### src/rtl/branch_predictor.sv
// branch_predictor: direct-mapped BTB with saturating direction counters, mispredict detection and perf counters
module branch_predictor #(
  parameter int XLEN     = 32,
  parameter int IDX_BITS = 4,
  parameter int CNT_W    = 2
) (
  input  logic            clk,
  input  logic            rst_n,
  input  logic [XLEN-1:0] f_pc,
  output logic            f_pred_taken,
  output logic [XLEN-1:0] f_pred_target,
  input  logic            e_valid,
  input  logic [XLEN-1:0] e_pc,
  input  logic            e_is_br,
  input  logic            e_is_jump,
  input  logic            e_taken,
  input  logic [XLEN-1:0] e_target,
  input  logic            e_pred_taken,
  input  logic [XLEN-1:0] e_pred_target,
  output logic            e_mispredict,
  output logic [XLEN-1:0] e_redirect_pc,
  output logic [31:0]     perf_branches,
  output logic [31:0]     perf_mispred
);
  localparam int N  = 1 << IDX_BITS;
  localparam int TW = XLEN - IDX_BITS - 2;
  localparam logic [CNT_W-1:0] WNT = CNT_W'((1 << (CNT_W-1)) - 1);
  localparam logic [CNT_W-1:0] WT  = CNT_W'(1 << (CNT_W-1));
  localparam logic [CNT_W-1:0] MAX = '1;
  logic                v_q   [N];
  logic [TW-1:0]       tag_q [N];
  logic [XLEN-1:0]     tgt_q [N];
  logic [CNT_W-1:0]    ctr_q [N];
  logic [IDX_BITS-1:0] f_idx, e_idx;
  logic [TW-1:0]       f_tag, e_tag;
  logic                f_hit, e_hit, e_bj;
  always_comb begin
    f_idx         = f_pc[IDX_BITS+1:2];
    f_tag         = f_pc[XLEN-1:IDX_BITS+2];
    e_idx         = e_pc[IDX_BITS+1:2];
    e_tag         = e_pc[XLEN-1:IDX_BITS+2];
    f_hit         = v_q[f_idx] && tag_q[f_idx] == f_tag;
    e_hit         = v_q[e_idx] && tag_q[e_idx] == e_tag;
    e_bj          = e_is_br | e_is_jump;
    f_pred_taken  = f_hit & ctr_q[f_idx][CNT_W-1];
    f_pred_target = f_pred_taken ? tgt_q[f_idx] : f_pc + XLEN'(4);
    e_mispredict  = e_valid & (e_bj ? (e_pred_taken != e_taken) | (e_taken & (e_pred_target != e_target))
                                    : e_pred_taken);
    e_redirect_pc = e_bj & e_taken ? e_target : e_pc + XLEN'(4);
  end
  always_ff @(posedge clk or negedge rst_n) begin
    if (!rst_n) begin
      for (int i = 0; i < N; i++) begin
        v_q[i]   <= 1'b0;
        tag_q[i] <= '0;
        tgt_q[i] <= '0;
        ctr_q[i] <= WNT;
      end
      perf_branches <= '0;
      perf_mispred  <= '0;
    end else begin
      if (e_valid) begin
        if (e_is_jump || (e_is_br && e_taken && !e_hit)) begin
          v_q[e_idx]   <= 1'b1;
          tag_q[e_idx] <= e_tag;
          tgt_q[e_idx] <= e_target;
          ctr_q[e_idx] <= e_is_jump ? MAX : WT;
        end else if (e_is_br && e_hit) begin
          if (e_taken) tgt_q[e_idx] <= e_target;
          ctr_q[e_idx] <= e_taken ? (ctr_q[e_idx] == MAX ? MAX : ctr_q[e_idx] + 1'b1)
                                  : (ctr_q[e_idx] == '0 ? '0 : ctr_q[e_idx] - 1'b1);
        end else if (!e_bj && e_pred_taken && e_hit) begin
          v_q[e_idx] <= 1'b0;
        end
      end
      if (e_valid && e_bj) perf_branches <= perf_branches + 32'd1;
      if (e_mispredict) perf_mispred <= perf_mispred + 32'd1;
    end
  end
endmodule

### config.mk
export PLATFORM = sky130hd
export DESIGN_NAME = branch_predictor
export DESIGN_NICKNAME = d
export VERILOG_FILES = /design/src/rtl/branch_predictor.sv
export SDC_FILE = /design/constraint.sdc
export NUM_CORES = 2
export LEC_CHECK = 0
export CAP_MARGIN = 20
export CORE_MARGIN = 5
export CORE_UTILIZATION = 45
export CTS_CLUSTER_DIAMETER = 30
export DETAILED_ROUTE_END_ITERATION = 10
export DONT_BUFFER_PORTS = 1
export PLACE_DENSITY = 0.64
export SLEW_MARGIN = 20
export SYNTH_ARGS = -nofsm -noshare
export SYNTH_HDL_FRONTEND = slang
export SYNTH_SLANG_ARGS = --single-unit
### constraint.sdc
create_clock -name clk -period 4.9 [get_ports clk]
set_input_delay 0.49 -clock clk [delete_from_list [all_inputs] [get_ports clk]]
set_output_delay 0.49 -clock clk [all_outputs]
set_load 0.005 [all_outputs]
==> metrics.txt <==
# TYPE chip_impl_metric gauge
chip_impl_metric{name="first_pass_iters",unit=""} 5
chip_impl_metric{name="fin_tns_setup",unit="ps"} 0
chip_impl_info{name="hold_path.class",value="input pin to flip-flop"} 1
chip_impl_metric{name="ys_seq_area_share",unit="%"} 48.40
chip_impl_info{name="cp_cell_sequence",value="mux4_2 > mux4_2 > xor2_1 > nor4_2 > nand4_1 > nor4_4 > buf_12 > mux2_2"} 1
chip_impl_metric{name="synth.lib_cells_used.distinct",unit=""} 62
chip_impl_metric{name="timing_worst_slew_pin_value",unit="ps"} 1258
chip_impl_metric{name="power.internal",unit="mW"} 24.50
chip_impl_metric{name="drv.max_cap_violation_count",unit=""} 0
chip_impl_metric{name="synthSimpleGateAreaFrac",unit="%"} 3.615
chip_impl_metric{name="critical_path_peak_fanout",unit=""} 33
chip_impl_metric{name="post_drt_wl_per_cell",unit="um"} 30.34
chip_impl_metric{name="drive_above_1_share",unit="%"} 45.11
chip_impl_info{name="synth_top_family_by_area",value="multiplexers"} 1
chip_impl_metric{name="cts-root-to-sink-buffers",unit=""} 3
chip_impl_metric{name="hpwlAfterDp",unit="mm"} 94.68
chip_impl_metric{name="syn_nets",unit=""} 3810
chip_impl_info{name="critical_path.most_common_cell",value="sky130_fd_sc_hd__mux4_2"} 1
chip_impl_metric{name="remaining_routing_drc_violations",unit=""} 0
chip_impl_metric{name="numCtsBuffers",unit=""} 227
chip_impl_metric{name="die_width",unit="um"} 355.8
chip_impl_metric{name="seq_power_share",unit="%"} 36.3
chip_impl_metric{name="p_sw",unit="mW"} 8.017
chip_impl_metric{name="groute.usage.overall",unit="%"} 26.12
chip_impl_metric{name="initial_util",unit="%"} 45.45
chip_impl_metric{name="setup_viol",unit=""} 0
chip_impl_metric{name="final_period_minus_worst_setup_slack",unit="ps"} 4665
chip_impl_metric{name="combinationalPowerShare",unit="%"} 14.7
chip_impl_metric{name="nets",unit=""} 3816
chip_impl_metric{name="power-per-cell-area",unit="mW/mm2"} 506.9
chip_impl_metric{name="slew_violations",unit=""} 0
chip_impl_metric{name="io_pins",unit=""} 265
chip_impl_metric{name="timing.critical_path.required",unit="ps"} 4410
chip_impl_metric{name="worst-endpoint-arrival",unit="ps"} 4180
chip_impl_metric{name="slew_headroom",unit="%"} 16.17
chip_impl_metric{name="grt_max_degree",unit=""} 1041
chip_impl_metric{name="dpl.cell_count",unit=""} 4977
chip_impl_metric{name="arithmetic_cell_share_of_the_synthesized_area_counting_full_adders_half_adders_and_majority_gates",unit="%"} 0.1627
chip_impl_metric{name="p_leak",unit="nW"} 27.63
chip_impl_info{name="rsz0062_at_grt",value="no"} 1
chip_impl_metric{name="postSynthRegisterBits",unit=""} 1040
chip_impl_info{name="tritoncts",value="done"} 1
chip_impl_metric{name="cpPeakStageDelay",unit="ps"} 530
chip_impl_metric{name="synth_mux_area_share",unit="%"} 38.22
chip_impl_info{name="holdCritStartpoint",value="e_is_jump"} 1
chip_impl_metric{name="pwr-share-clk",unit="%"} 49.0
chip_impl_metric{name="areaGrowthSynthToFinish",unit="%"} 19.21
chip_impl_metric{name="worst_skew_pair.late_latency",unit="ps"} 800
chip_impl_metric{name="worst_clock_skew",unit="ps"} 63.84
chip_impl_metric{name="numPortBuffers",unit=""} 0
chip_impl_metric{name="antenna_found_initial",unit=""} 3
chip_impl_info{name="crit_type",value="flip-flop to primary output"} 1
chip_impl_metric{name="holdPathStages",unit=""} 2
chip_impl_metric{name="finalHoldViolations",unit=""} 0
chip_impl_metric{name="core.rowCount",unit=""} 126
chip_impl_metric{name="synthCells",unit=""} 3668
chip_impl_info{name="critical_path.reg2reg.startpoint",value="tag_q[31]"} 1
chip_impl_metric{name="wirelength",unit="mm"} 165.9
chip_impl_metric{name="synth-compound-area-share",unit="%"} 2.516
chip_impl_metric{name="vias",unit=""} 33760
chip_impl_metric{name="avgSynthCellArea",unit="um2"} 14.67
chip_impl_metric{name="cts_htree_levels",unit=""} 4
chip_impl_metric{name="synth_xor_xnor_area_share",unit="%"} 3.532
chip_impl_metric{name="synth_enable_flop_cells",unit=""} 0
chip_impl_info{name="worst_setup_path_end_kind",value="primary output"} 1
chip_impl_metric{name="grt_first_pass_wirelength",unit="mm"} 244.8
chip_impl_metric{name="core",unit="mm2"} 0.1184
chip_impl_metric{name="post_layout_nonfiller_instances",unit=""} 5468
chip_impl_metric{name="vdd.ir_drop.worst",unit="uV"} 317.9
chip_impl_info{name="critPathLaunch",value="tag_q[79]"} 1
chip_impl_metric{name="floorplan.die.height",unit="um"} 355.8
chip_impl_info{name="critical_path.startpoint_type",value="flip-flop"} 1
chip_impl_metric{name="clock_sinks",unit=""} 1040
chip_impl_metric{name="detail_route.vias_per_cell",unit=""} 6.174
chip_impl_metric{name="dieArea",unit="mm2"} 0.1266
chip_impl_info{name="root_buffer",value="sky130_fd_sc_hd__clkbuf_16"} 1
chip_impl_metric{name="detailedRoute.firstIterationViolations",unit=""} 3055
chip_impl_metric{name="cts.clk_slew.worst_paths",unit="ps"} 50
chip_impl_metric{name="first_global_vias",unit=""} 34860
chip_impl_metric{name="detail-route-antenna-nets",unit=""} 0
chip_impl_metric{name="asyncSetResetFlopFracSynth",unit="%"} 100.0
chip_impl_metric{name="yosys_warnings",unit=""} 0
chip_impl_info{name="outcome",value="finished clean"} 1
chip_impl_metric{name="place.gp.congestion",unit=""} 0.8276
chip_impl_metric{name="synth.cell_area",unit="mm2"} 0.05382
chip_impl_metric{name="finalCritPeriodShare",unit="%"} 95.21
chip_impl_metric{name="grt_overflow",unit=""} 0
chip_impl_metric{name="post_cts.repair.setup_buffers",unit=""} 0
chip_impl_metric{name="max_freq",unit="MHz"} 214.3
chip_impl_info{name="synth_top_flop_cell",value="sky130_fd_sc_hd__dfrtp_1"} 1
chip_impl_metric{name="timing.reg2reg.worst_path_depth",unit=""} 11
chip_impl_info{name="timing.critical_path.slowest_stage_cell",value="sky130_fd_sc_hd__mux4_2"} 1
chip_impl_metric{name="switching_share",unit="%"} 24.65
## cell usage in the layout, fill, tap and decap left out, drive strengths merged, types with 12 or more instances in the layout
cell type / count
a211oi: 14
a21oi: 49
a22oi: 14
and3: 20
buf: 75
bufinv: 36
clkbuf: 313
clkinv: 52
clkinvlp: 12
dfrtp: 1024
dfstp: 16
dlygate4sd3: 62
inv: 25
mux2: 1001
mux2i: 96
mux4: 370
nand2: 112
nand3: 77
nand4: 32
nor2: 79
nor2b: 23
nor4: 16
o21bai: 16
o31ai: 33
xnor2: 112
xor2: 105
## cell usage after synthesis (34+ instances only)
master | number | area (um2)
sky130_fd_sc_hd__dfrtp_1 | 1024 | 25620
sky130_fd_sc_hd__mux2_2 | 846 | 9527
sky130_fd_sc_hd__mux4_2 | 370 | 8333
sky130_fd_sc_hd__clkbuf_1 | 219 | 822.0
sky130_fd_sc_hd__mux2_1 | 155 | 1745
sky130_fd_sc_hd__xnor2_1 | 112 | 980.9
sky130_fd_sc_hd__nand2_1 | 111 | 416.7
sky130_fd_sc_hd__xor2_1 | 105 | 919.6
sky130_fd_sc_hd__mux2i_1 | 96 | 960.9
sky130_fd_sc_hd__nor2_1 | 79 | 296.5
sky130_fd_sc_hd__nand3_1 | 77 | 385.4
sky130_fd_sc_hd__a21oi_1 | 49 | 245.2
sky130_fd_sc_hd__buf_2 | 42 | 210.2
sky130_fd_sc_hd__buf_1 | 34 | 127.6
## worst max-delay path: cells and delay by family, from the launching register on
kind                      cells  cell delay, ps
DFF                           1             390
muxes                         3            1380
buffers and inverters         1             290
xor gates and xnor gates      1             220
and+or+nand+nor               3            1070
## timing repair
action / in CTS / in global routing
hold buffers: 61 / 2
endpoints found under the setup margin: 0 / 32
resized for setup: 0 / 1
endpoints found under the hold margin: 1973 / 115
## final cells by class
type                    instances  area [um2]
diodes                          2       5.005
fillers                      9532       54240
multi-input cells            2251       26210
flip-flops and latches       1040       26050
well taps                    1600        2002
repair buffers                137        1667
clock inverters               108        1738
clock buffers                 313        6424
inverters                      17       63.81
## final timing paths
check | endpoint | slack [ps]
hold reg to reg | perf_branches[31] | 490
setup reg to reg | tag_q[370] | 920
max in group asynchronous | tag_q[135] | 1810
min in group asynchronous | perf_branches[16] | 510
setup / recovery | f_pred_target[16] | 230
hold / removal | perf_branches[0] | 60
## metal layers
layer | global-route usage, % | vias up | share of wire, %
met2 | 40.73 | 1210 | 46
met1 | 35.86 | 18450 | 43
met3 | 7.514 | 258 | 8.3
li1 | - | 13840 | -
met5 | 0 | - | 0
met4 | 7.653 | 0 | 2.7
## through the flow
step	worst slack (ps)	utilization (%)	power, mW	hold WS [ps]	area [um2]
floorplan	786.0	-	15.27	194.4	53820
global placement	569.1	46.62	16.10	265.3	55200
detailed placement	626.4	46.62	16.29	294.7	55200
CTS	28.68	54.03	32.47	-598.2	63970
global route	107.1	54.18	33.73	28.14	64150
finish	234.7	54.19	32.52	55.55	64150
## power groups by stage
stage               registers [mW]  logic [mW]  clock network [mW]
finish                        11.8        4.77                15.9
global route                  12.0        5.14                16.6
CTS                           11.7        4.60                16.1
detailed placement            11.9        4.43                   0
global placement              11.8        4.31                   0
floorplan                     11.4        3.88                   0
## cells by family after synthesis
family / Yosys count
mux: 1467
flops: 1040
simple gates: 398
buf+inv: 377
xor+xnor: 217
compound gates: 162
fa+ha+maj: 7
## registers in the layout (all words and copies together) (netlist names), named ones only
signal and flops:
perf_branches 32, tgt_q 512, ctr_q 32, tag_q 416, perf_mispred 32
Power figures use the tool's default switching activity.
